$ cat src/rtl/decode_issue_queue.sv
// ID-to-issue decoupling queue with first-word fall-through head and control-flow issue throttle.
// Push-to-visible latency 1 cycle; ready drops only when full (no pop bypass); a blocked head holds valid low.
module decode_issue_queue #(
  parameter int DEPTH         = 4,
  parameter int SBE_WIDTH     = 256,
  parameter int MAX_CTRL_FLOW = 1
) (
  input  logic                             clk_i,
  input  logic                             rst_ni,
  input  logic                             flush_i,
  input  logic                             instr_valid_i,
  input  logic [SBE_WIDTH-1:0]             instr_i,
  input  logic [31:0]                      orig_instr_i,
  input  logic                             is_ctrl_flow_i,
  output logic                             instr_ready_o,
  output logic                             decoded_instr_valid_o,
  output logic [SBE_WIDTH-1:0]             decoded_instr_o,
  output logic [31:0]                      orig_instr_o,
  output logic                             is_ctrl_flow_o,
  input  logic                             decoded_instr_ack_i,
  input  logic                             resolve_branch_i,
  output logic [$clog2(DEPTH):0]           count_o,
  output logic [$clog2(MAX_CTRL_FLOW):0]   ctrl_inflight_o
);

  localparam int PW = $clog2(DEPTH);
  localparam int CW = PW + 1;
  localparam int FW = $clog2(MAX_CTRL_FLOW) + 1;

  logic [SBE_WIDTH-1:0] sbe_mem  [DEPTH];
  logic [31:0]          orig_mem [DEPTH];
  logic [DEPTH-1:0]     ctrl_mem;

  logic [PW-1:0] wptr_q, rptr_q;
  logic [CW-1:0] count_q;
  logic [FW-1:0] inflight_q;

  logic not_empty, head_ctrl, blocked, push, pop, inc, dec;

  assign not_empty = (count_q != '0);
  assign head_ctrl = ctrl_mem[rptr_q];
  // A control-flow head waits until an earlier branch resolves.
  assign blocked   = head_ctrl & (inflight_q == FW'(MAX_CTRL_FLOW));

  assign instr_ready_o         = (count_q < CW'(DEPTH));
  assign decoded_instr_valid_o = not_empty & ~blocked;

  assign push = instr_valid_i & instr_ready_o;
  assign pop  = decoded_instr_valid_o & decoded_instr_ack_i;
  assign inc  = pop & head_ctrl;
  assign dec  = resolve_branch_i & (inflight_q != '0);

  assign decoded_instr_o = not_empty ? sbe_mem[rptr_q]  : '0;
  assign orig_instr_o    = not_empty ? orig_mem[rptr_q] : '0;
  assign is_ctrl_flow_o  = not_empty & head_ctrl;

  assign count_o         = count_q;
  assign ctrl_inflight_o = inflight_q;

  // Payload storage needs no reset: occupancy alone qualifies the head.
  always_ff @(posedge clk_i) begin
    if (push) begin
      sbe_mem[wptr_q]  <= instr_i;
      orig_mem[wptr_q] <= orig_instr_i;
      ctrl_mem[wptr_q] <= is_ctrl_flow_i;
    end
  end

  always_ff @(posedge clk_i or negedge rst_ni) begin
    if (!rst_ni) begin
      wptr_q     <= '0;
      rptr_q     <= '0;
      count_q    <= '0;
      inflight_q <= '0;
    end else if (flush_i) begin
      wptr_q     <= '0;
      rptr_q     <= '0;
      count_q    <= '0;
      inflight_q <= '0;
    end else begin
      if (push) wptr_q <= wptr_q + PW'(1);
      if (pop)  rptr_q <= rptr_q + PW'(1);
      count_q    <= count_q + CW'(push) - CW'(pop);
      inflight_q <= inflight_q + FW'(inc) - FW'(dec);
    end
  end

endmodule

$ cat config.mk
export PLATFORM = sky130hd
export DESIGN_NAME = decode_issue_queue
export DESIGN_NICKNAME = d
export VERILOG_FILES = /design/src/rtl/decode_issue_queue.sv
export SDC_FILE = /design/constraint.sdc
export NUM_CORES = 1
export LEC_CHECK = 0
export BUFFER_PORTS_ARGS = -buffer_cell sky130_fd_sc_hd__buf_2
export CAP_MARGIN = 10
export CORE_ASPECT_RATIO = 1.2
export CORE_MARGIN = 10
export CORE_UTILIZATION = 39
export DETAILED_ROUTE_END_ITERATION = 6
export HOLD_SLACK_MARGIN = 0.05
export PLACE_DENSITY = 0.57
export SYNTH_ARGS = -nofsm -noshare
export SYNTH_HDL_FRONTEND = slang
export SYNTH_SLANG_ARGS = --single-unit
$ cat constraint.sdc
create_clock -name clk_i -period 14.4 [get_ports clk_i]
set_input_delay 2.88 -clock clk_i [delete_from_list [all_inputs] [get_ports clk_i]]
set_output_delay 2.88 -clock clk_i [all_outputs]
set_load 0.05 [all_outputs]
==> impl_metrics.yaml, run 1 <==
synth:
  synth.distinct_cells: 27
  ys_seq_area_share_pct: 78.6
  synth_nets: 2189
  syn_avg_cell_area_um2: 23.5
  synth-warning-count: 0
  syn_inst: 1888
  synth_area_um2: 44400
  synth_top_area_cell: "edfxtp_1"
  yosys-top-cells-area: "edfxtp_1 78%, mux4_2 15%, and2_1 4.1%, buf_12 0.99%, dfrtp_1 0.45%"
  yosys_register_bits: 1164
  yosysTopAreaCellShare_pct: 78.2
die:
  dieArea_um2: 128000
  die_x_um: 328
  start_util_pct: 39.3
  die_h_um: 390
  coreArea_um2: 113000
  rows: 135
  ios: 590
grt:
  grt_max_degree: 139
  grt-ovfl-total: 0
  grt_pass1_wl_mm: 150
  antenna_found_initial: 48
  grt_use_total_pct: 15.7
  grt_pass1_vias: 22300
drt:
  vias: 20800
  route.antenna.remaining_nets: 0
  vias_per_cell: 5.04
  drc: 0
  dr.pass1.iters: 5
  routed_wl_mm: 102
  drt_iter0_drc: 1384
  wire_per_inst_um: 24.7
sta:
  min_period_over_period_pct: 51.9
  fin_tns_setup_ps: 0
  rsz0062_at_grt: "false"
  setup_viol: 0
  finClkSkew_ps: 20.5
  min_period_ps: 7470
  max_freq_mhz: 134
  worstMarginPinSlew_ps: 1190
  hold_viol: 0
  holdWs_ps: 550
  slew_headroom_pct: 20.7
  drv_slew: 0
cells_and_area:
  layout.nets: 2816
  mostFrequentLayoutCell: "edfxtp_1"
  area_growth_pct: 17.9
  drive_gt1_share_pct: 40.8
  mostFrequentLayoutCells: "1156 x edfxtp_1, 589 x buf_2, 288 x and2_1, 288 x mux4_2, 116 x clkbuf_16"
clock_network:
  cts_tree: "built"
  ctsHoldBuffers: 0
  cts_buffer_depth: 3
  clkTransAtPathRegs_ps: 60
  cts-resized-gates: 0
  cts_htree_levels: 3
  tritoncts.num_buffers: 115
  cts_sinks: 1164
  cts_setup_buffers: 0
  clk_latency_ps: 720
  clock-root-buffer: "clkbuf_16"
power:
  swShare_pct: 36.7
  p_per_area_nw_per_um2: 204
  leakagePower_nw: 17.6
  combPwrFrac_pct: 33.8
  p_switching_mw: 3.92
  clock_power_share_pct: 27.0
  finalPower_mw: 10.7
  p_int_mw: 6.78
  ir_drop_mv: 0.155
  seqPwrFrac_pct: 39.2
setup_path:
  slowest_stage: "dfrtp_4"
  reg2reg_slack_ps: 10340
  timing.rr.end: "sbe_mem[0][150]"
  r2r_start: "count_o[2]"
  crit_path_cell_trace: "buf_4, buf_12, mux4_2, and2_1, buf_2"
  cp.arrival_ps: 4590
  path_class: "reg2out"
  endpoint_kind: "primary output"
  worstSetupStartpointType: "flop"
  cpPeakStageDelay_ps: 980
  crit_required_ps: 11520
  path_max_fanout: 104
  reg2reg_depth: 4
placement:
  hpwl_mm: 62.6
  port_buffers: 589
  gp_congestion: 0.747
min_path:
  min-delay-start: "ctrl_inflight_o"
  min_to: "ctrl_inflight_o"
  hold_depth: 1
  min_path_type: "reg2reg"
flow_run:
  drv_cap: 0
outcome:
  status: "complete, no violations"
==> Yosys cell counts <==
master and count:
and2_1 292, buf_12 22, buf_2 34, buf_4 1
buf_6 9, clkbuf_1 34, dfrtp_1 8, edfxtp_1 1156
fa_1 1, ha_1 5, inv_1 4, mux2_2 2
mux2i_1 3, mux4_2 288, nand2_1 2, nand2b_1 1
nor2_1 10, nor2b_1 3, nor3_1 2, nor4_1 1
o211a_1 1, o221ai_1 1, o31a_1 1, o41ai_1 1
or3_1 1, or3b_2 1, xnor2_1 4
==> area by class of cell <==
cell class / instances / area, um2
inverter: 4 / 15.0
sequential: 1164 / 34900
clock buffer: 144 / 3020
timing repair buffer: 610 / 3190
antenna: 13 / 32.5
tap: 1507 / 1890
clock inverter: 72 / 637
fill: 9462 / 60700
multi-input combinational: 620 / 8640
==> per-layer routing <==
| layer | vias up | GRT usage (%) | part of all wire [%] |
|---|---|---|---|
| met5 | - | 0 | 0.29 |
| met4 | 46 | 5.84 | 2.9 |
| met3 | 211 | 4.53 | 6.9 |
| met2 | 642 | 26.4 | 51 |
| met1 | 10900 | 19.1 | 39 |
| li1 | 9044 | - | - |
==> how the worst max path moves through the flow <==
stage                     cells past startpoint                    to  slack [ps]          start
after floorplan                               3           ctrl_mem[0]        3860  instr_valid_i
after global placement                        5  decoded_instr_o[163]        7530      rptr_q[0]
after detailed placement                      5  decoded_instr_o[163]        7530      rptr_q[0]
after CTS                                     5  decoded_instr_o[163]        6710      rptr_q[0]
after global routing                          5   decoded_instr_o[97]        6480      rptr_q[0]
final                                         5  decoded_instr_o[157]        6930      rptr_q[0]
==> logic make-up after synthesis <==
logic type | Yosys count | share of synthesized area (%)
AO/OA/AOI/OAI | 4 | 0.0817
XOR/XNOR | 4 | 0.0789
adder cells (fa/ha/maj) | 6 | 0.186
buffers and inverters | 104 | 1.94
flip-flops | 1164 | 78.6
multiplexers | 293 | 14.7
AND/OR/NAND/NOR | 313 | 4.34
==> through the flow <==
step,util (%),instance area [um2],setup slack (ps),cells
after floorplan,-,44400,3860,1888
after global placement,43.1,48700,7530,3905
after detailed placement,43.1,48700,7530,3905
after CTS,46.3,52300,6710,4121
after global routing,46.3,52300,6480,4129
final,46.3,52300,6930,4134
==> state kept, by name, indices dropped and copies added (netlist names) <==
register,count
count_o,3
ctrl_inflight_o,1
ctrl_mem,4
orig_mem,128
rptr_q,2
sbe_mem,1024
wptr_q,2
==> critical path, delay by kind of cell, from the launching register on <==
family	cells	cell delay, ps
and+or+nand+nor	1	200
muxes	1	610
DFF	1	980
buffers and inverters	3	1660
==> power by group through the flow <==
stage / registers [mW] / logic (mW) / clock network (mW)
after floorplan: 4.32 / 2.81 / 0
after global placement: 4.25 / 3.70 / 0
after detailed placement: 4.27 / 3.71 / 0
after CTS: 4.20 / 3.71 / 2.97
after global routing: 4.22 / 3.82 / 3.12
final: 4.19 / 3.62 / 2.89
No activity file was read; power rests on OpenSTA's default activity.
==> run 2: changes to the inputs <==
--- a/config.mk
+++ b/config.mk
@@ -12,7 +12,7 @@
 export CORE_UTILIZATION = 39
 export DETAILED_ROUTE_END_ITERATION = 6
 export HOLD_SLACK_MARGIN = 0.05
-export PLACE_DENSITY = 0.57
+export PLACE_DENSITY = 0.59
 export SYNTH_ARGS = -nofsm -noshare
 export SYNTH_HDL_FRONTEND = slang
 export SYNTH_SLANG_ARGS = --single-unit
==> constraint.sdc (replaced) <==
create_clock -name clk_i -period 6.85 [get_ports clk_i]
set_input_delay 1.37 -clock clk_i [delete_from_list [all_inputs] [get_ports clk_i]]
set_output_delay 1.37 -clock clk_i [all_outputs]
set_load 0.05 [all_outputs]
==> impl_metrics.yaml, run 2 (synthesized netlist as in run 1, its figures left out) <==
outcome:
  status: "complete, no violations"
drt:
  drt_iter0_drc: 1501
  wire_per_inst_um: 24.7
  routed_wl_mm: 102
  dr.pass1.iters: 5
  vias: 21100
  vias_per_cell: 5.08
  drc: 0
  route.antenna.remaining_nets: 0
die:
  dieArea_um2: 128000
  die_x_um: 328
  start_util_pct: 39.3
  ios: 590
  rows: 135
  coreArea_um2: 113000
  die_h_um: 390
sta:
  worstMarginPinSlew_ps: 1260
  min_period_over_period_pct: 71.3
  hold_viol: 0
  drv_slew: 0
  setup_viol: 0
  rsz0062_at_grt: "false"
  max_freq_mhz: 205
  fin_tns_setup_ps: 0
  finClkSkew_ps: 16.5
  min_period_ps: 4890
  slew_headroom_pct: 16.1
clock_network:
  clk_latency_ps: 720
  cts_setup_buffers: 0
  clock-root-buffer: "clkbuf_16"
  cts_sinks: 1164
  cts_tree: "built"
  cts_buffer_depth: 3
  ctsHoldBuffers: 0
  cts_htree_levels: 3
  clkTransAtPathRegs_ps: 60
  cts-resized-gates: 0
  tritoncts.num_buffers: 114
grt:
  gr-max-usage-layer: "met2"
  grt_use_total_pct: 15.7
  use_met2_pct: 26.0
  met1_usage_pct: 19.1
  grt_pass1_vias: 22600
  grt-ovfl-total: 0
  antenna_found_initial: 49
  grt_util_met3_pct: 4.69
  grt_max_degree: 169
  grt_pass1_wl_mm: 151
power:
  leakagePower_nw: 17.6
  finalPower_mw: 22.3
  p_per_area_nw_per_um2: 426
  ir_drop_mv: 0.730
cells_and_area:
  drive_gt1_share_pct: 41.0
  stdcell_area_um2: 52300
  layout.nets: 2827
  largest_reg_flops: 1024
  regMostFlops: "sbe_mem"
  area_growth_pct: 17.8
  largest_registers: "sbe_mem (1024), orig_mem (128), ctrl_mem (4)"
  mostFrequentLayoutCells: "1156 x edfxtp_1, 589 x buf_2, 288 x and2_1, 288 x mux4_2, 115 x clkbuf_16"
  mostFrequentLayoutCell: "edfxtp_1"
setup_path:
  endpoint_kind: "primary output"
  crit_required_ps: 5480
  worstSetupStartpointType: "flop"
  path_class: "reg2out"
  path_max_fanout: 91
  cp.arrival_ps: 3520
placement:
  gp_congestion: 0.775
  port_buffers: 589
  placed_area_um2: 48800
  hpwl_mm: 63.5
flow_run:
  drv_cap: 0
min_path:
  min_path_type: "in2async"
==> run 2: cell types whose count changed in the layout (fill, tap and decap cells not counted), sizes merged <==
cell / previous run / this run
bufinv: 10 / 5
diode: 13 / 17
buf: 610 / 622
clkbuf: 144 / 139
inv: 8 / 11
clkinvlp: 2 / 4
clkinv: 56 / 54
==> run 2: per-layer routing <==
layer | part of all wire [%] | wire (um) | vias to the layer above
met2 | 50 | 51500 | 672
met5 | 0.32 | 326 | -
met1 | 39 | 39900 | 11100
met3 | 7.1 | 7260 | 213
li1 | - | - | 9053
met4 | 3.2 | 3220 | 52
==> run 2: worst max-delay path: stages, from the launching register on <==
cell     delay (ps)
dfrtp_4         990
buf_12          630
mux4_2          640
and2_1          180
buf_2           210
==> run 2: through the flow <==
step | setup WS, ps | hold slack [ps] | cells | utilization [%]
global placement | 2600 | 526 | 3917 | 43.2
floorplan | 1050 | 538 | 1888 | -
CTS | 1740 | 412 | 4126 | 46.3
detailed placement | 2570 | 562 | 3917 | 43.2
global route | 1640 | 450 | 4135 | 46.3
finish | 1960 | 488 | 4143 | 46.3
==> run 2: final cells by class <==
type,instances,area [um2]
diodes,17,42.5
clock buffers,139,2970
clock inverters,70,483
fillers,9476,60700
inverters,4,15.0
multi-input cells,620,8640
flip-flops and latches,1164,34900
well taps,1507,1890
repair buffers,622,3360
==> run 2: final timing paths <==
check	slack [ps]	endpoint	from	depth (start not counted)
max	1960	orig_instr_o[7]	rptr_q[0]	4
min	490	count_o[2]	rst_ni	1
max reg2reg	3690	count_o[2]	rptr_q[0]	10
min reg2reg	580	ctrl_inflight_o	ctrl_inflight_o	1
max in group asynchronous	6150	rptr_q[0]	rst_ni	1
min in group clk_i	580	ctrl_inflight_o	ctrl_inflight_o	1
==> run 2: power by group <==
group	switching, mW	internal, mW	leakage (nW)
Sequential	0.207	8.60	10.7
Clock	2.57	3.25	1.69
Combinational	5.45	2.19	5.23
==> run 3: changes to the inputs <==
--- a/config.mk
+++ b/config.mk
@@ -12,7 +12,7 @@
 export CORE_UTILIZATION = 39
 export DETAILED_ROUTE_END_ITERATION = 6
 export HOLD_SLACK_MARGIN = 0.05
-export PLACE_DENSITY = 0.59
+export PLACE_DENSITY = 0.57
 export SYNTH_ARGS = -nofsm -noshare
 export SYNTH_HDL_FRONTEND = slang
 export SYNTH_SLANG_ARGS = --single-unit
==> constraint.sdc (replaced) <==
create_clock -name clk_i -period 4.9 [get_ports clk_i]
set_input_delay 0.98 -clock clk_i [delete_from_list [all_inputs] [get_ports clk_i]]
set_output_delay 0.98 -clock clk_i [all_outputs]
set_load 0.05 [all_outputs]
==> impl_metrics.yaml, run 3 (synthesized netlist as in run 1, its figures left out) <==
sta:
  min_period_over_period_pct: 83.1
  finClkSkew_ps: 19.4
  hold_viol: 0
  worstMarginPinSlew_ps: 774
  min_period_ps: 4070
  drv_slew: 0
  max_freq_mhz: 246
  setup_viol: 0
  rsz0062_at_grt: "false"
  slew_headroom_pct: 48.4
cells_and_area:
  stdcell_area_um2: 53000
  largest_registers: "sbe_mem (1024), orig_mem (128), ctrl_mem (4)"
  layout.nets: 2862
  mostFrequentLayoutCell: "edfxtp_1"
  drive_gt1_share_pct: 42.6
  mostFrequentLayoutCells: "1156 x edfxtp_1, 589 x buf_2, 288 x and2_1, 288 x mux4_2, 115 x clkbuf_16"
  largest_reg_flops: 1024
  fin_cells: 4175
  area_growth_pct: 19.3
  regMostFlops: "sbe_mem"
  utilization_pct: 46.9
grt:
  antenna_found_initial: 42
  grt_use_total_pct: 16.2
  grt_max_degree: 120
  grt_pass1_vias: 22900
  grt-ovfl-total: 0
  grt_pass1_wl_mm: 155
clock_network:
  cts-resized-gates: 0
  cts_htree_levels: 3
  clkTransAtPathRegs_ps: 70
  clock-root-buffer: "clkbuf_16"
  cts_buffer_depth: 3
  cts_tree: "built"
  ctsHoldBuffers: 1
  tritoncts.num_buffers: 113
  cts_setup_buffers: 0
  clk_latency_ps: 710
  cts_sinks: 1164
setup_path:
  path_class: "reg2out"
  crit_required_ps: 3920
  r2r_start: "rptr_q[0]"
  worstSetupStartpointType: "flop"
  cp.arrival_ps: 3090
  crit_path_cell_trace: "buf_12, buf_4, mux4_2, and2_1, buf_2"
  timing.rr.end: "count_o[2]"
  cp.depth: 5
  slowest_stage: "dfrtp_4"
  crit_family: "buffers and inverters"
  cpPeakStageDelay_ps: 800
  endpoint_kind: "primary output"
  reg2reg_slack_ps: 1850
  path_max_fanout: 41
  reg2reg_depth: 11
  crit_buf_inv: 3
die:
  ios: 590
  start_util_pct: 39.3
  die_h_um: 390
  die_x_um: 328
  dieArea_um2: 128000
  rows: 135
  coreArea_um2: 113000
placement:
  gp_congestion: 0.759
  hpwl_mm: 68.0
  port_buffers: 589
  placed_area_um2: 49300
  dp_cells: 3952
drt:
  routed_wl_mm: 106
  top_layer_used: "met5"
  vias: 21300
  drc: 0
  dr.pass1.iters: 5
  wire_per_inst_um: 25.3
  drt_iter0_drc: 1381
  wl_met1_mm: 42.7
  wl_met2_mm: 53.6
  vias_per_cell: 5.10
  dr_wl_met3_mm: 6.87
  route.antenna.remaining_nets: 0
flow_run:
  drv_cap: 0
min_path:
  min_path_type: "in2reg"
  min_to: "sbe_mem[3][168]"
  hold_depth: 1
  min-delay-start: "instr_i[168]"
power:
  ir_drop_mv: 0.629
  leakagePower_nw: 17.9
  p_per_area_nw_per_um2: 598
  finalPower_mw: 31.7
outcome:
  status: "complete, no violations"
-- run 3: cell types whose count changed in the layout (fill, tap and decap cells not counted) --
cell | before | now
diode_2 | 17 | 16
clkinv_8 | 0 | 2
inv_8 | 0 | 1
clkinv_1 | 32 | 19
buf_12 | 13 | 31
clkinv_2 | 22 | 35
buf_4 | 20 | 37
clkbuf_1 | 24 | 13
dlygate4sd3_1 | 0 | 1
bufinv_16 | 5 | 9
clkinv_4 | 0 | 1
-- run 3: final cells by class --
| cell class | count | area, um2 |
|---|---|---|
| inverter | 4 | 15.0 |
| sequential | 1164 | 34900 |
| multi-input combinational | 620 | 8640 |
| tap | 1507 | 1890 |
| fill | 9412 | 60100 |
| clock inverter | 78 | 672 |
| antenna | 16 | 40.0 |
| clock buffer | 128 | 2930 |
| timing repair buffer | 658 | 3860 |
-- run 3: per-stage QoR --
step | hold slack (ps) | TNS [ps] | setup WS (ps)
after floorplan | 538 | -586780 | -508
after global placement | 525 | 0 | 1490
after detailed placement | 529 | 0 | 1480
after CTS | 382 | 0 | 649
after global routing | 414 | 0 | 590
final | 468 | 0 | 827
-- run 3: worst max-delay path by stage --
stage,endpoint,slack (ps),from
floorplan,ctrl_mem[0],-510,instr_valid_i
detailed placement,decoded_instr_o[86],1480,rptr_q[0]
finish,decoded_instr_o[66],830,rptr_q[1]
global placement,decoded_instr_o[225],1490,rptr_q[0]
CTS,decoded_instr_o[86],650,rptr_q[0]
global route,decoded_instr_o[90],590,rptr_q[0]
-- run 3: power breakdown --
group          switching (mW)  internal, mW  total (mW)
clock network            3.69          4.77        8.46
logic                    7.76          3.22        11.0
registers               0.256          12.0        12.3
-- run 3: layer usage --
layer  GRT usage, %  vias to the layer above
met5              0                        -
met4           5.63                       40
met3           4.34                      164
met2           26.9                      668
met1           20.3                    11300
li1               -                     9123
